<file path="src/rtl/act_buf_stream_reader.sv">
// act_buf_stream_reader: drains one frame of 16-bit words from one bank of
// the activation BRAM and emits it as an 8-bit AXI-Stream, low byte first,
// then acknowledges the producer's SyncSig ap_vld/ap_ack handshake.
module act_buf_stream_reader #(
  parameter int AWIDTH      = 12,
  parameter int DWIDTH      = 16,
  parameter int FRAME_WORDS = 1536
) (
  input  logic              ap_clk,
  input  logic              ap_rst_n,
  input  logic              SyncSig_V,
  input  logic              SyncSig_V_ap_vld,
  output logic              SyncSig_V_ap_ack,
  output logic [AWIDTH-1:0] ActBuf_Data_address0,
  output logic              ActBuf_Data_ce0,
  input  logic [DWIDTH-1:0] ActBuf_Data_q0,
  output logic [7:0]        ActOut_V_TDATA,
  output logic              ActOut_V_TVALID,
  input  logic              ActOut_V_TREADY,
  output logic              ActOut_V_TLAST
);

  localparam logic [AWIDTH:0]   READS_PER_FRAME = (AWIDTH+1)'(FRAME_WORDS);
  localparam logic [AWIDTH:0]   LAST_BYTE       = (AWIDTH+1)'(2*FRAME_WORDS-1);
  localparam logic [AWIDTH-1:0] BANK1_BASE      = AWIDTH'(FRAME_WORDS);

  typedef enum logic [1:0] {
    ST_IDLE,
    ST_STREAM,
    ST_DONE
  } state_t;

  state_t state, state_next;

  logic [AWIDTH-1:0] base;        // bank base latched at frame start
  logic [AWIDTH:0]   rd_cnt;      // reads issued this frame, saturates at FRAME_WORDS
  logic [AWIDTH:0]   byte_cnt;    // bytes transferred this frame
  logic              rd_pending;  // read issued last cycle, data on q0 now
  logic [DWIDTH-1:0] fifo_head;   // word currently being unpacked
  logic [DWIDTH-1:0] fifo_tail;
  logic [1:0]        fifo_cnt;

  logic start;
  logic issue;
  logic room;
  logic tvalid;
  logic tlast;
  logic xfer;
  logic pop;
  logic push;
  logic last_xfer;

  // Datapath control: read issue, stream outputs, FIFO push/pop strobes.
  always_comb begin
    start     = (state == ST_IDLE) && SyncSig_V_ap_vld;
    // At most two words buffered or in flight at any time.
    room      = (fifo_cnt == 2'd0) || ((fifo_cnt == 2'd1) && !rd_pending);
    issue     = (state == ST_STREAM) && room && (rd_cnt < READS_PER_FRAME);
    tvalid    = (state == ST_STREAM) && (fifo_cnt != 2'd0);
    tlast     = tvalid && (byte_cnt == LAST_BYTE);
    xfer      = tvalid && ActOut_V_TREADY;
    pop       = xfer && byte_cnt[0];
    push      = rd_pending;
    last_xfer = xfer && tlast;

    ActBuf_Data_ce0      = issue;
    ActBuf_Data_address0 = issue ? (base + rd_cnt[AWIDTH-1:0]) : '0;
    ActOut_V_TVALID      = tvalid;
    ActOut_V_TLAST       = tlast;
    ActOut_V_TDATA       = '0;
    if (tvalid) begin
      ActOut_V_TDATA = byte_cnt[0] ? fifo_head[15:8] : fifo_head[7:0];
    end
  end

  // FSM state register.
  always_ff @(posedge ap_clk or negedge ap_rst_n) begin
    if (!ap_rst_n) begin
      state <= ST_IDLE;
    end else begin
      state <= state_next;
    end
  end

  // FSM next-state and handshake acknowledge.
  always_comb begin
    state_next       = state;
    SyncSig_V_ap_ack = 1'b0;
    case (state)
      ST_IDLE: begin
        if (SyncSig_V_ap_vld) begin
          state_next = ST_STREAM;
        end
      end
      ST_STREAM: begin
        if (last_xfer) begin
          state_next = ST_DONE;
        end
      end
      ST_DONE: begin
        SyncSig_V_ap_ack = 1'b1;
        state_next       = ST_IDLE;
      end
      default: begin
        state_next = ST_IDLE;
      end
    endcase
  end

  // Counters, bank base and the 2-entry word FIFO.
  always_ff @(posedge ap_clk or negedge ap_rst_n) begin
    if (!ap_rst_n) begin
      base       <= '0;
      rd_cnt     <= '0;
      byte_cnt   <= '0;
      rd_pending <= 1'b0;
      fifo_head  <= '0;
      fifo_tail  <= '0;
      fifo_cnt   <= '0;
    end else if (start) begin
      base       <= SyncSig_V ? BANK1_BASE : '0;
      rd_cnt     <= '0;
      byte_cnt   <= '0;
      rd_pending <= 1'b0;
      fifo_cnt   <= '0;
    end else begin
      rd_pending <= issue;
      if (issue) begin
        rd_cnt <= rd_cnt + 1'b1;
      end
      if (xfer) begin
        byte_cnt <= byte_cnt + 1'b1;
      end
      // Head always holds the oldest word; a pop shifts the tail forward.
      case ({push, pop})
        2'b10: begin
          if (fifo_cnt == 2'd0) begin
            fifo_head <= ActBuf_Data_q0;
          end else begin
            fifo_tail <= ActBuf_Data_q0;
          end
          fifo_cnt <= fifo_cnt + 2'd1;
        end
        2'b01: begin
          fifo_head <= fifo_tail;
          fifo_cnt  <= fifo_cnt - 2'd1;
        end
        2'b11: begin
          if (fifo_cnt == 2'd1) begin
            fifo_head <= ActBuf_Data_q0;
          end else begin
            fifo_head <= fifo_tail;
            fifo_tail <= ActBuf_Data_q0;
          end
        end
        default: begin
        end
      endcase
    end
  end

endmodule

</file>
<file path="config.mk">
export PLATFORM = sky130hd
export DESIGN_NAME = act_buf_stream_reader
export DESIGN_NICKNAME = d
export VERILOG_FILES = /design/src/rtl/act_buf_stream_reader.sv
export SDC_FILE = /design/constraint.sdc
export NUM_CORES = 1
export LEC_CHECK = 0
export ABC_AREA = 1
export BUFFER_PORTS_ARGS = -buffer_cell sky130_fd_sc_hd__buf_2
export CAP_MARGIN = 30
export CORE_ASPECT_RATIO = 1.1
export CORE_UTILIZATION = 53
export DETAILED_ROUTE_END_ITERATION = 6
export PLACE_DENSITY = 0.84
export REMOVE_ABC_BUFFERS = 1
export SKIP_LAST_GASP = 1
export SYNTH_ARGS = -nofsm -noshare
export SYNTH_HDL_FRONTEND = slang
export SYNTH_SLANG_ARGS = --single-unit
export TNS_END_PERCENT = 30
</file>
<file path="constraint.sdc">
create_clock -name ap_clk -period 1.81 [get_ports ap_clk]
set_input_delay 0.4525 -clock ap_clk [delete_from_list [all_inputs] [get_ports ap_clk]]
set_output_delay 0.4525 -clock ap_clk [all_outputs]
set_load 0.01 [all_outputs]
</file>
### Yosys cells after proc, flatten, opt, wreduce, memory -nomap -nowiden

Cells that the tools add are included.

| storage, ports and cells | value |
|---|---|
| flip-flop bits (word level) | 75 |
| logic and storage cells | 70 |
| input bits | 21 |

| operators by class | value |
|---|---|
| add/sub/neg operators | 5 |
| equality and inequality tests | 12 |
| reduce and logical (&&, ||, !) cells | 22 |
| bitwise operators | 1 |
| $lt $le $gt $ge | 1 |
| multiplexer cells | 21 |

Operators with widths:

| cell | count |
|---|---|
| $mux W16 | 4 |
| $mux W13 | 4 |
| $pmux W16 S3 | 1 |
| $pmux W16 S2 | 1 |
| $add A13 B1 Y13 const B | 2 |
| $mux W8 | 2 |
| $eq A13 B12 Y1 const B | 1 |
| $lt A13 B11 Y1 const B | 1 |
| $add A12 B12 Y12 | 1 |
| $mux W12 | 1 |
| $mux W11 | 1 |
| $ne A2 B2 Y1 const B | 5 |
| $logic_and A1 B1 Y1 | 9 |
| $pmux W2 S2 | 2 |
| $reduce_bool A2 Y1 | 4 |
| $eq A2 B1 Y1 const B | 3 |
| $eq A2 B2 Y1 const B | 3 |
| $mux W2 | 3 |
| $reduce_bool A3 Y1 | 2 |
| $logic_not A2 Y1 | 2 |
| $reduce_and A4 Y1 | 1 |
| $reduce_and A3 Y1 | 1 |
| $add A2 B1 Y2 const B | 1 |
| $mux W1 | 2 |
| other kinds (5) | 5 |

### Depth between registers and ports, before layout

| depth | value |
|---|---|
| depth in word-level cells | 7 |
| depth in mapped cells | 11 |
| mapped depth without buffers | 10 |

### Worst setup path after synthesis

OpenSTA, ideal clock, no wires.

| timing | value |
|---|---|
| kind | reg-to-output |
| from | register fifo_cnt[0] |
| to | output port ActBuf_Data_address0[10] |
| buffers on the path | 1 |
| arrival | 1.431 ns |
| cell stages (with the launch flop) | 8 |
| path slack | -0.073 ns |
| path through | dfrtp_1 -> inv_1 -> ha_1 -> a21oi_1 -> nor2_1 -> nand2_1 -> clkbuf_1 -> nor2_1 |

| on the way | value |
|---|---|
| cells in the longest elaborated chain, start to end | 6 |
| elaborated cells between the ends (all ways) | 7 |
| those cells by class | 1 x eq/ne; 1 x mux; 5 x reduce/logical |

Ends and longest elaborated chain:

| item | RTL line | text |
|---|---|---|
| start, declared | 41 | `logic [1:0] fifo_cnt;` |
| start signal, assigned | 142 | `fifo_cnt <= fifo_cnt + 2'd1;` |
| start signal, assigned | 146 | `fifo_cnt <= fifo_cnt - 2'd1;` |
| $eq A2 B1 Y1 | 57 | `room = (fifo_cnt == 2'd0) \|\| ((fifo_cnt == 2'd1) && !rd_pending);` |
| $logic_and A1 B1 Y1 | 57 |  |
| $logic_or A1 B1 Y1 (*) | 57 |  |
| $logic_and A1 B1 Y1 (*) (2 in a row) | 58 | `issue = (state == ST_STREAM) && room && (rd_cnt < READS_PER_FRAME);` |
| $mux W12 (*) | 67 | `ActBuf_Data_address0 = issue ? (base + rd_cnt[AWIDTH-1:0]) : '0;` |
| end, declared | 14 | `output logic [AWIDTH-1:0] ActBuf_Data_address0,` |

Mark *: on every way between the ends. The rest lies on a longest branch, timed or not.

### Worst setup path in the final report

| timing | value |
|---|---|
| from | register fifo_cnt[0] |
| to | output port ActOut_V_TLAST |

| on the way | value |
|---|---|
| cells in the longest elaborated chain, start to end | 3 |

Ends and longest elaborated chain:

| item | RTL line | text |
|---|---|---|
| $reduce_bool A2 Y1 | 59 | `tvalid = (state == ST_STREAM) && (fifo_cnt != 2'd0);` |
| $logic_and A1 B1 Y1 | 59 |  |
| $logic_and A1 B1 Y1 | 60 | `tlast = tvalid && (byte_cnt == LAST_BYTE);` |
| end, declared | 20 | `output logic ActOut_V_TLAST` |

No other way between the ends.

==> reports/qor.txt <==
Initial drt markers - 275
Final nets - 574
IO Port Bufs - 44
Initial antenna violation count - 0
Vias per cell - 5.486
Clk Latency, worst-skew pair - 0.36 ns
Vias in the first global route - 3221
Worst Setup Start Kind - register
Failing checks - negative setup slack
CTS tree - built
Worst IR Drop VDD - 946.7 µV
Hold Crit Class - input port to async pin
DR vias - 3478
Grt ovf - 0
Antenna Cells - 0
Ports - 45
Seq pwr share - 0.351
NetSw - 2.702 mW
Most frequent cell after synthesis - nand2_1
Final TNS setup - -6.946 ns
Die width - 81.11 µm
Power Density - 1516 mW/mm²
Met2 Wirelength - 4.346 mm
Max-slew headroom - 0.6523
Critical Path RT - 1.36 ns
Post-Route WL - 8.682 mm
Fin util - 0.6561
Post-CTS Hold Buffers - 0
Htree depth - 3
Clk slew on worst S/H paths - 0.08 ns
CP Data Arrival Time - 1.70 ns
CP endpoint kind - output port
Fraction of layout cells with a size suffix above 1 - 0.2047
CTS Sinks - 64
Met1 WL - 3.715 mm
Area share of the largest cell type after synthesis - 0.4390
Die height - 89.02 µm
DRC errors left - 0
DR pass1 iterations - 7
Hold_ws - 0.06278 ns
Total CTS buffers - 9
Comb power frac - 0.439
RSZ-0062 raised after global routing - true
Clock Tree Buf Depth - 2
Yosys reg bits - 64
Status - finished with violations
Synthesized area - 0.003648 mm²
Rows - 31
Leakage - 2.252 nW
Ys Warns - 0
Top post-synthesis cells by area - dfrtp_1 44%, nand2_1 16%, inv_1 5.6%
Pre-CTS setup slack - -0.01159 ns
WL per Instance - 13.69 µm
Clock skew - 0.01434 ns
Die Area - 0.007220 mm²
Clock share of power - 0.210
Final setup viols - 23
Least-Margin Pin Slew - 0.5215 ns
Post-synthesis cell count - 483
Final Critical Period - 2.157 ns
Largest net degree at the start of global routing - 32
Area delta synth->final - 19.27%
Leading area contributor after synthesis - dfrtp_1
Synth top cells by count - 156 x nand2_1, 64 x dfrtp_1, 54 x inv_1
Root buffer cell - clkbuf_8
Crit path max fanout - 3
Fin. max-slew vios - 0
CP Class - register to output port
Sw Ratio - 0.4095
Starting density of the core - 0.5501
Final worst slack - -0.3472 ns
EDFF count, synth - 0
Post-DP HPWL - 5.857 mm
Core ar. - 0.006633 mm²
Avg Inst Size Synth - 7.554 µm²
Overall routing resource usage - 0.2557
GP Congestion - 0.8507
Fmax - 0.4636 GHz
Synth unique cells - 30
Internal power - 3.896 mW
DR WL met3 - 474 µm
Ys async rst share - 1.000
Max-Cap Viols - 0
ANT nets after route - 0
Register area share after synthesis - 0.4390
Final Hold Fails - 0
First-pass GRT wire length - 14.01 mm
Post-route clock period utilization - 1.192
DR top layer - met4
Ys flop type - dfrtp_1
==> logic make-up after synthesis <==
| kind of cell | count (synthesis) | share of synthesized area |
|---|---|---|
| flops | 64 | 0.4390 |
| buf+inv | 72 | 0.08847 |
| simple gates | 292 | 0.3786 |
| compound gates | 48 | 0.06893 |
| xor+xnor | 1 | 0.002401 |
| fa+ha+maj | 6 | 0.02263 |
==> placed cells by master (no fill, tap or decap) <==
cell and n:
nand2_1 155, dfrtp_1 64, inv_1 52, buf_2 44, nor2_1 40, nand3_1 32, nand4_1 25, buf_4 22
o21ai_0 17, o21ai_1 15, nand3b_1 15, a21oi_1 10, clkbuf_8 10, nor2_2 6, inv_2 4, nor3_1 4
nand2_4 4, nand2_2 3, o21bai_1 3, ha_1 3, clkinv_2 3, buf_12 3, nor2_4 2, nand3_4 2
a21oi_2 2, nor2_8 2, ha_4 2, bufinv_16 2, nor3_2 1, or2_1 1, xor2_1 1, a22o_1 1
fa_1 1, clkinvlp_4 1
==> registers in the layout, summed over array words and instances, names as in the netlist <==
| register | cells |
|---|---|
| fifo_head | 16 |
| byte_cnt | 13 |
| rd_cnt | 13 |
| push | 1 |
| fifo_tail | 16 |
| state | 2 |
| base | 1 |
| fifo_cnt | 2 |
==> power by group through the flow <==
stage | Clock [mW] | Combinational (mW) | Sequential, mW
finish | 1.39 | 2.90 | 2.31
global route | 1.47 | 3.22 | 2.37
global placement | 0 | 2.62 | 2.29
detailed placement | 0 | 2.72 | 2.32
CTS | 1.40 | 2.77 | 2.30
floorplan | 0 | 1.79 | 2.25
==> layout make-up <==
cell class              count  area (µm²)
inverters                  56       210.2
multi-input cells         347        1772
clock buffers              10       137.6
flip-flops and latches     64        1602
fillers                   540        2281
well taps                  82       102.6
clock inverters             6       82.58
repair buffers             69       445.4
==> stage by stage <==
stage | cells | area (µm²) | power, mW
2_1_floorplan | 467 | 3536 | 4.036
4_1_cts | 631 | 4292 | 6.465
3_3_place_gp | 613 | 4046 | 4.905
3_5_place_dp | 613 | 4046 | 5.037
6_report | 634 | 4352 | 6.598
5_1_grt | 634 | 4352 | 7.057
==> worst max-delay path: stages, from the launching register on <==
cell,delay (ns)
dfrtp_1,0.44
inv_2,0.07
ha_4,0.17
buf_4,0.15
nor2_4,0.13
nand4_1,0.12
nor2_2,0.13
buf_2,0.14
==> repair_timing <==
item / CTS / global route
cloned: 0 / 0
setup endpoints to repair: 23 / 41
setup buffers: 2 / 3
resized for setup: 5 / 9
pin swaps: 2 / 4
==> worst paths after layout <==
| check | end | cells past startpoint | slack (ns) | start |
|---|---|---|---|---|
| worst max-delay path | ActOut_V_TLAST | 7 | -0.35 | fifo_cnt[0]$_DFFE_PN0P_ |
| worst min-delay path | rd_cnt[3]$_DFFE_PN0P_ | 1 | 0.06 | ap_rst_n |
| worst max register to register | byte_cnt[2]$_DFFE_PN0P_ | 6 | 0.04 | state[0]$_DFFE_PN0P_ |
| worst min register to register | fifo_head[8]$_DFFE_PN0P_ | 2 | 0.48 | fifo_head[8]$_DFFE_PN0P_ |
| max in group asynchronous | fifo_head[0]$_DFFE_PN0P_ | 2 | 1.22 | ap_rst_n |
| min in group ap_clk | base[9]$_DFFE_PN0P_ | 3 | 0.33 | SyncSig_V |
==> per-layer routing <==
metal  vias to the layer above  GRT usage
li1                       1678          -
met1                      1650     0.3200
met2                       131     0.4377
met3                        19    0.05306
met4                         0    0.09091
met5                         -          0
Note: power is estimated with default switching activity, not from simulation.
